**config.mk**
```make
export PLATFORM = sky130hd
export DESIGN_NAME = operand_pair_sync
export DESIGN_NICKNAME = d
export VERILOG_FILES = /design/src/rtl/operand_pair_sync_pkg.sv /design/src/rtl/operand_pair_sync_token_fifo.sv /design/src/rtl/operand_pair_sync.sv
export SDC_FILE = /design/constraint.sdc
export NUM_CORES = 1
export LEC_CHECK = 0
export ABC_AREA = 1
export BUFFER_PORTS_ARGS = -buffer_cell sky130_fd_sc_hd__buf_2
export CAP_MARGIN = 20
export CORE_AREA = 2 2 224 138
export DETAILED_ROUTE_END_ITERATION = 10
export DIE_AREA = 0 0 226 140
export PLACE_DENSITY_LB_ADDON = 0.2
export REMOVE_ABC_BUFFERS = 1
export SLEW_MARGIN = 10
export SYNTH_ARGS = -nofsm -noshare
export SYNTH_HDL_FRONTEND = slang
export SYNTH_SLANG_ARGS = --single-unit
```
**constraint.sdc**
```tcl
create_clock -name clock -period 3.4 [get_ports clock]
set_clock_uncertainty 0.15 [all_clocks]
set_input_delay 0.17 -clock clock [delete_from_list [all_inputs] [get_ports clock]]
set_output_delay 0.17 -clock clock [all_outputs]
set_load 0.01 [all_outputs]
```
**src/rtl/operand_pair_sync_pkg.sv**
```systemverilog
// Shared definitions for the operand pairing front end: stored token layout,
// control FSM encoding and default sizing.
package pkg_alu;

  localparam int DEF_WIDTH_DATA = 32;
  localparam int DEF_DEPTH      = 4;
  localparam int DEF_WAIT_LIMIT = 15;

  // One buffered operand token at the default data width.
  typedef struct packed {
    logic                      rls;
    logic [DEF_WIDTH_DATA-1:0] data;
  } entry_t;

  typedef enum logic [1:0] {
    IDLE = 2'd0,
    RUN  = 2'd1,
    DONE = 2'd2
  } state_t;

endpackage

```
**src/rtl/operand_pair_sync_token_fifo.sv**
```systemverilog
// token_fifo: small synchronous FIFO holding operand tokens. A push into a
// full FIFO and a pop from an empty FIFO are both ignored. Flush empties it.
module token_fifo
  import pkg_alu::*;
#(
  parameter int WIDTH = DEF_WIDTH_DATA + 1,
  parameter int DEPTH = DEF_DEPTH
) (
  input  logic                     clock,
  input  logic                     flush,
  input  logic                     push,
  input  logic                     pop,
  input  logic [WIDTH-1:0]         din,
  output logic [WIDTH-1:0]         dout,
  output logic [$clog2(DEPTH):0]   count,
  output logic                     full,
  output logic                     empty
);

  localparam int AW = $clog2(DEPTH);
  localparam int CW = AW + 1;

  logic [WIDTH-1:0] mem [DEPTH];
  logic [AW-1:0]    wr_ptr;
  logic [AW-1:0]    rd_ptr;
  logic             do_push;
  logic             do_pop;

  assign full    = (count == CW'(DEPTH));
  assign empty   = (count == '0);
  assign do_push = push & ~full;
  assign do_pop  = pop & ~empty;
  assign dout    = mem[rd_ptr];

  // Pointers wrap naturally because DEPTH is a power of two.
  always_ff @(posedge clock) begin
    if (flush) begin
      wr_ptr <= '0;
      rd_ptr <= '0;
      count  <= '0;
    end else begin
      if (do_push) wr_ptr <= wr_ptr + AW'(1);
      if (do_pop)  rd_ptr <= rd_ptr + AW'(1);
      case ({do_push, do_pop})
        2'b10:   count <= count + CW'(1);
        2'b01:   count <= count - CW'(1);
        default: count <= count;
      endcase
    end
  end

  // Storage array carries no reset; only pointers and count define contents.
  always_ff @(posedge clock) begin
    if (do_push) mem[wr_ptr] <= din;
  end

endmodule

```
**src/rtl/operand_pair_sync.sv**
```systemverilog
// operand_pair_sync: buffers operand streams A and B, pairs their heads and
// presents one registered pair per cycle to the execution stage. A paired
// release token moves the block to DONE so downstream fires once per pair.
// Optional partner-wait timeout enabled by defining OPERAND_WAIT_TIMEOUT_EN;
// without it O_Timeout is tied low and no counter exists.
module operand_pair_sync
  import pkg_alu::*;
#(
  parameter int WIDTH_DATA = DEF_WIDTH_DATA,
  parameter int DEPTH      = DEF_DEPTH,
  parameter int WAIT_LIMIT = DEF_WAIT_LIMIT
) (
  input  logic                  clock,
  input  logic                  reset,
  input  logic                  I_Active,
  input  logic                  I_EnSrcA,
  input  logic                  I_EnSrcB,
  input  logic                  I_ValidA,
  input  logic                  I_RlsA,
  input  logic [WIDTH_DATA-1:0] I_DataA,
  input  logic                  I_ValidB,
  input  logic                  I_RlsB,
  input  logic [WIDTH_DATA-1:0] I_DataB,
  output logic                  O_NackA,
  output logic                  O_NackB,
  output logic                  O_Valid,
  output logic                  O_Rls,
  output logic [WIDTH_DATA-1:0] O_DataA,
  output logic [WIDTH_DATA-1:0] O_DataB,
  input  logic                  I_Nack,
  output logic                  O_Timeout
);

  localparam int CW = $clog2(DEPTH) + 1;
  localparam int EW = WIDTH_DATA + 1;

  // Same layout as pkg_alu::entry_t, at this instance's data width.
  typedef struct packed {
    logic                  rls;
    logic [WIDTH_DATA-1:0] data;
  } fifo_entry_t;

  if (DEPTH < 2 || (DEPTH & (DEPTH - 1)) != 0) begin : g_bad_depth
    $error("operand_pair_sync: DEPTH must be a power of two, at least 2");
  end
  if (WAIT_LIMIT < 1 || WAIT_LIMIT > 255) begin : g_bad_wait_limit
    $error("operand_pair_sync: WAIT_LIMIT must be within 1..255");
  end

  state_t      state;
  logic        run;
  fifo_entry_t din_a, din_b;
  fifo_entry_t head_a, head_b;
  logic [CW-1:0] count_a, count_b;
  logic        full_a, full_b;
  logic        empty_a, empty_b;
  logic        push_a, push_b;
  logic        pop_a, pop_b;
  logic        head_ok_a, head_ok_b;
  logic        done_move;
  logic        flush;
  logic        pop_ok;
  logic        pair_rls;
  logic [WIDTH_DATA-1:0] pair_a, pair_b;

  assign run = (state == RUN);

  // Backpressure looks only at the registered count, so a full FIFO refuses
  // a push even in a cycle where it also pops.
  assign O_NackA = ~reset & ((count_a == CW'(DEPTH)) | ~run | ~I_Active);
  assign O_NackB = ~reset & ((count_b == CW'(DEPTH)) | ~run | ~I_Active);

  assign push_a = I_ValidA & I_EnSrcA & ~O_NackA & run & ~full_a;
  assign push_b = I_ValidB & I_EnSrcB & ~O_NackB & run & ~full_b;

  assign din_a = '{rls: I_RlsA, data: I_DataA};
  assign din_b = '{rls: I_RlsB, data: I_DataB};

  // A disabled stream never holds up pairing and contributes zeros.
  assign head_ok_a = ~empty_a | ~I_EnSrcA;
  assign head_ok_b = ~empty_b | ~I_EnSrcB;
  assign pair_a    = I_EnSrcA ? head_a.data : '0;
  assign pair_b    = I_EnSrcB ? head_b.data : '0;
  assign pair_rls  = (I_EnSrcA & head_a.rls) | (I_EnSrcB & head_b.rls);

  // Acceptance of the released pair ends the stream: leftovers are dropped
  // and no further pair is loaded behind it.
  assign done_move = run & O_Valid & O_Rls & ~I_Nack;
  assign flush     = reset | ~I_Active | done_move;

  assign pop_ok = run & head_ok_a & head_ok_b & (I_EnSrcA | I_EnSrcB) &
                  (~O_Valid | ~I_Nack) & ~done_move;
  assign pop_a  = pop_ok & I_EnSrcA;
  assign pop_b  = pop_ok & I_EnSrcB;

  token_fifo #(.WIDTH(EW), .DEPTH(DEPTH)) u_fifo_a (
    .clock (clock),
    .flush (flush),
    .push  (push_a),
    .pop   (pop_a),
    .din   (din_a),
    .dout  (head_a),
    .count (count_a),
    .full  (full_a),
    .empty (empty_a)
  );

  token_fifo #(.WIDTH(EW), .DEPTH(DEPTH)) u_fifo_b (
    .clock (clock),
    .flush (flush),
    .push  (push_b),
    .pop   (pop_b),
    .din   (din_b),
    .dout  (head_b),
    .count (count_b),
    .full  (full_b),
    .empty (empty_b)
  );

  // Control FSM: IDLE -> RUN on enable, RUN -> DONE on accepted release.
  always_ff @(posedge clock) begin
    if (reset || !I_Active) begin
      state <= IDLE;
    end else begin
      case (state)
        IDLE:    state <= RUN;
        RUN:     if (done_move) state <= DONE;
        DONE:    state <= DONE;
        default: state <= IDLE;
      endcase
    end
  end

  // Output pair register: load on pop, hold under downstream nack.
  always_ff @(posedge clock) begin
    if (reset || !I_Active) begin
      O_Valid <= 1'b0;
      O_Rls   <= 1'b0;
      O_DataA <= '0;
      O_DataB <= '0;
    end else if (pop_ok) begin
      O_Valid <= 1'b1;
      O_Rls   <= pair_rls;
      O_DataA <= pair_a;
      O_DataB <= pair_b;
    end else if (!I_Nack) begin
      O_Valid <= 1'b0;
      O_Rls   <= 1'b0;
    end
  end

`ifdef OPERAND_WAIT_TIMEOUT_EN
  logic [7:0] wait_cnt;
  logic       wait_cond;
  logic       timeout_q;

  // Waiting means both streams are in use but only one has a token queued.
  assign wait_cond = run & I_EnSrcA & I_EnSrcB & (empty_a ^ empty_b);

  // Count consecutive waiting cycles; flag sticks once the limit is reached.
  always_ff @(posedge clock) begin
    if (reset || !I_Active) begin
      wait_cnt  <= '0;
      timeout_q <= 1'b0;
    end else if (wait_cond) begin
      if (wait_cnt != 8'hFF) wait_cnt <= wait_cnt + 8'd1;
      if (({1'b0, wait_cnt} + 9'd1) == 9'(WAIT_LIMIT)) timeout_q <= 1'b1;
    end else begin
      wait_cnt <= '0;
    end
  end

  assign O_Timeout = timeout_q;
`else
  assign O_Timeout = 1'b0;
`endif

endmodule

```
==> run metrics <==
status finished, final reports clean; Max-Cap Viols 0; drt pass-1 iters 5; cts repair resizes 0; final setup fails 0; clk slew on worst S/H paths 0.06 ns; CTS tree built; via/cell ratio 5.03; number of global-route vias before repair 8515; VDD IR-drop max 0.000254 V; CTS sink cnt 350; most common cell after layout, fill and taps aside edfxtp_1; root buffer cell clkbuf_16; Cell Rows 49; WL final 29600 um; Avg Cell Area, Syn 12.0 um^2; Core ar. 0.0295 mm^2; Multi-input gate area 0.00310 mm^2; part of the power in combinational logic 0.028; first-pass GRT wire length 46500 um; Area Growth Syn to Fin 22.7%; dpl cells 1603; DR WL/cell 17.0 um; warnings from Yosys 0; Worst-Margin Slew 0.852 ns; post-synthesis sequential area ratio 0.733; die width 226 um; PortBufs 141; layout cells sized above 1 0.175; layout net count 1388; slowest CP cell fa_1; DR iter-0 viols 601; Hold Vio Cnt, Final 0; die height 140 um; DPL Wire Length 16600 um; grt ovf 0; Net Sw Power 1.71 mW; Initial Utilization 0.446; crit-path max FO 8; total CTS buffers 34; final worst path period share 0.830; most frequent cells in the layout 264 x edfxtp_1, 161 x nand2_1, 150 x nor2_1; Cell variety after synth 28; All-Layer GR Usage 0.188; Routability Congestion 0.730; post-synthesis cell count 1096; Crit path required time 3.69 ns; Fill cells 2493; ant diodes 0; CP bufs+invs 2; initial antenna violation count 0; RSZ-0062 raised after global routing false; post-route insts no fill 1735; routed vias 8735; storage element area 0.00965 mm^2; CP Cell Sequence inv_1, ha_1, nand2_1, o21ai_0, nand2_1, ha_1, inv_1, fa_1, nor2_1, a21oi_1, nor2_1; Final WS setup 0.578 ns; setup_tns 0 ns; CP Launch Type register; Rel. slew slack 0.432; Clock Path Buffers 3; cell family with most CP delay adder cells; num ports 143; post-route ant nets 0; Synth Register Bits 350; largest net degree at the start of global routing 67; pwr dens 540 mW/mm^2; DRC errors left 0; CP Launch Point state[1]; Sw Share 0.196; Flop pwr share 0.529; P_leak 5.72 nW; Crit. End Element register; Mapped Area 0.0132 mm^2; CP Class reg -> reg; Skew-Pair Late Insertion Delay 0.51 ns; Fmax 354 MHz; Max Slew Vio Count 0; Int Power 7.00 mW; critical path's largest stage delay 0.41 ns; worst reg2reg startpoint state[1]; Die Area 0.0316 mm^2; hold_sp reset; H-tree levels 2; Setup WS pre-CTS 0.618 ns; Hold Crit Class in -> reg; clock power share 0.443; WP data arrival 3.11 ns; min cycle time layout 2.82 ns
-- through the flow --
| stage | power [mW] | utilization | hold WS [ns] | cell area, um^2 |
|---|---|---|---|---|
| after floorplan | 4.77 | - | 0.119 | 12900 |
| after global placement | 4.88 | 0.484 | 0.236 | 14300 |
| after detailed placement | 4.88 | 0.484 | 0.239 | 14300 |
| after CTS | 8.80 | 0.547 | 0.00962 | 16100 |
| after global routing | 8.99 | 0.547 | 0.0641 | 16100 |
| final | 8.71 | 0.547 | 0.0454 | 16100 |
-- synthesized netlist by cell type --
cell / n / area (um^2)
buf_2: 10 / 50.1
nor3_1: 2 / 10.0
ha_1: 11 / 138
dfxtp_1: 86 / 1720
buf_4: 2 / 15.0
fa_1: 2 / 40.0
nand3b_1: 1 / 7.51
a31oi_1: 1 / 6.26
clkbuf_1: 44 / 165
buf_6: 6 / 67.6
inv_2: 2 / 7.51
nand2_4: 1 / 11.3
nor2_2: 1 / 6.26
o21ai_0: 137 / 686
or2_2: 1 / 6.26
a21oi_1: 79 / 395
nand3_1: 13 / 65.1
clkinv_2: 1 / 5.00
o22ai_1: 66 / 413
conb_1: 1 / 3.75
nand2_1: 161 / 604
edfxtp_1: 264 / 7930
nor2_8: 1 / 20.0
nand3_2: 2 / 20.0
nor2_4: 1 / 11.3
inv_1: 41 / 154
nor2_1: 158 / 593
nand4_1: 1 / 6.26
-- power by group through the flow --
stage                     sequential, mW  clock, mW  combinational [mW]
after CTS                           4.61       3.94               0.249
after detailed placement            4.70          0               0.183
after global placement              4.70          0               0.178
final                               4.61       3.86               0.248
after floorplan                     4.70          0              0.0640
after global routing                4.60       4.11               0.272
-- worst reg2reg max path, delay by kind of cell, from the launching register on --
family	cells	cell delay, ns
flip-flops	1	0.31
AND/OR/NAND/NOR	4	0.70
AO/OA/AOI/OAI	2	0.37
adder cells (fa/ha/maj)	3	1.06
buffers and inverters	2	0.17
-- layer usage --
metal | track usage | wire length [um] | vias to the layer above
met5 | 0 | 0 | -
met4 | 0.0478 | 460 | 0
met3 | 0.0344 | 1290 | 37
met2 | 0.288 | 13400 | 189
met1 | 0.277 | 14400 | 4226
li1 | - | - | 4283
-- repair_timing --
item	in CTS	in global routing
setup endpoints to repair	0	0
endpoints found under the hold margin	268	0
hold buffers	70	0
setup buffers	0	0
-- sequential cells by signal, indices dropped and copies added, names as in the netlist, 3 cells and up, named ones only --
register,cells
O_DataA,32
u_fifo_b.count,3
u_fifo_a.mem,132
u_fifo_b.mem,132
O_DataB,32
u_fifo_a.count,3
-- kinds of logic after synthesis --
group	share of synthesized area
flip-flops	0.733
adder cells (fa/ha/maj)	0.0135
buffers and inverters	0.0353
AO/OA/AOI/OAI	0.114
other	0.000285
AND/OR/NAND/NOR	0.103
-- area by class of cell --
type	count	area share
Timing Repair Buffer	231	0.0965
Tap cell	408	0.0316
Inverter	44	0.0103
Multi-Input combinational cell	640	0.192
Sequential cell	350	0.598
Clock buffer	53	0.0654
Clock inverter	9	0.00574
-- path summary, 6_finish.rpt --
path                                           end  slack, ns  depth (start not counted)
worst max register to register   u_fifo_b.count[1]       0.58                         11
worst min-delay path            u_fifo_b.wr_ptr[0]       0.05                          5
worst min register to register         O_DataA[25]       0.31                          2
worst max-delay path             u_fifo_b.count[1]       0.58                         11
(Power assumes the default switching activity.)
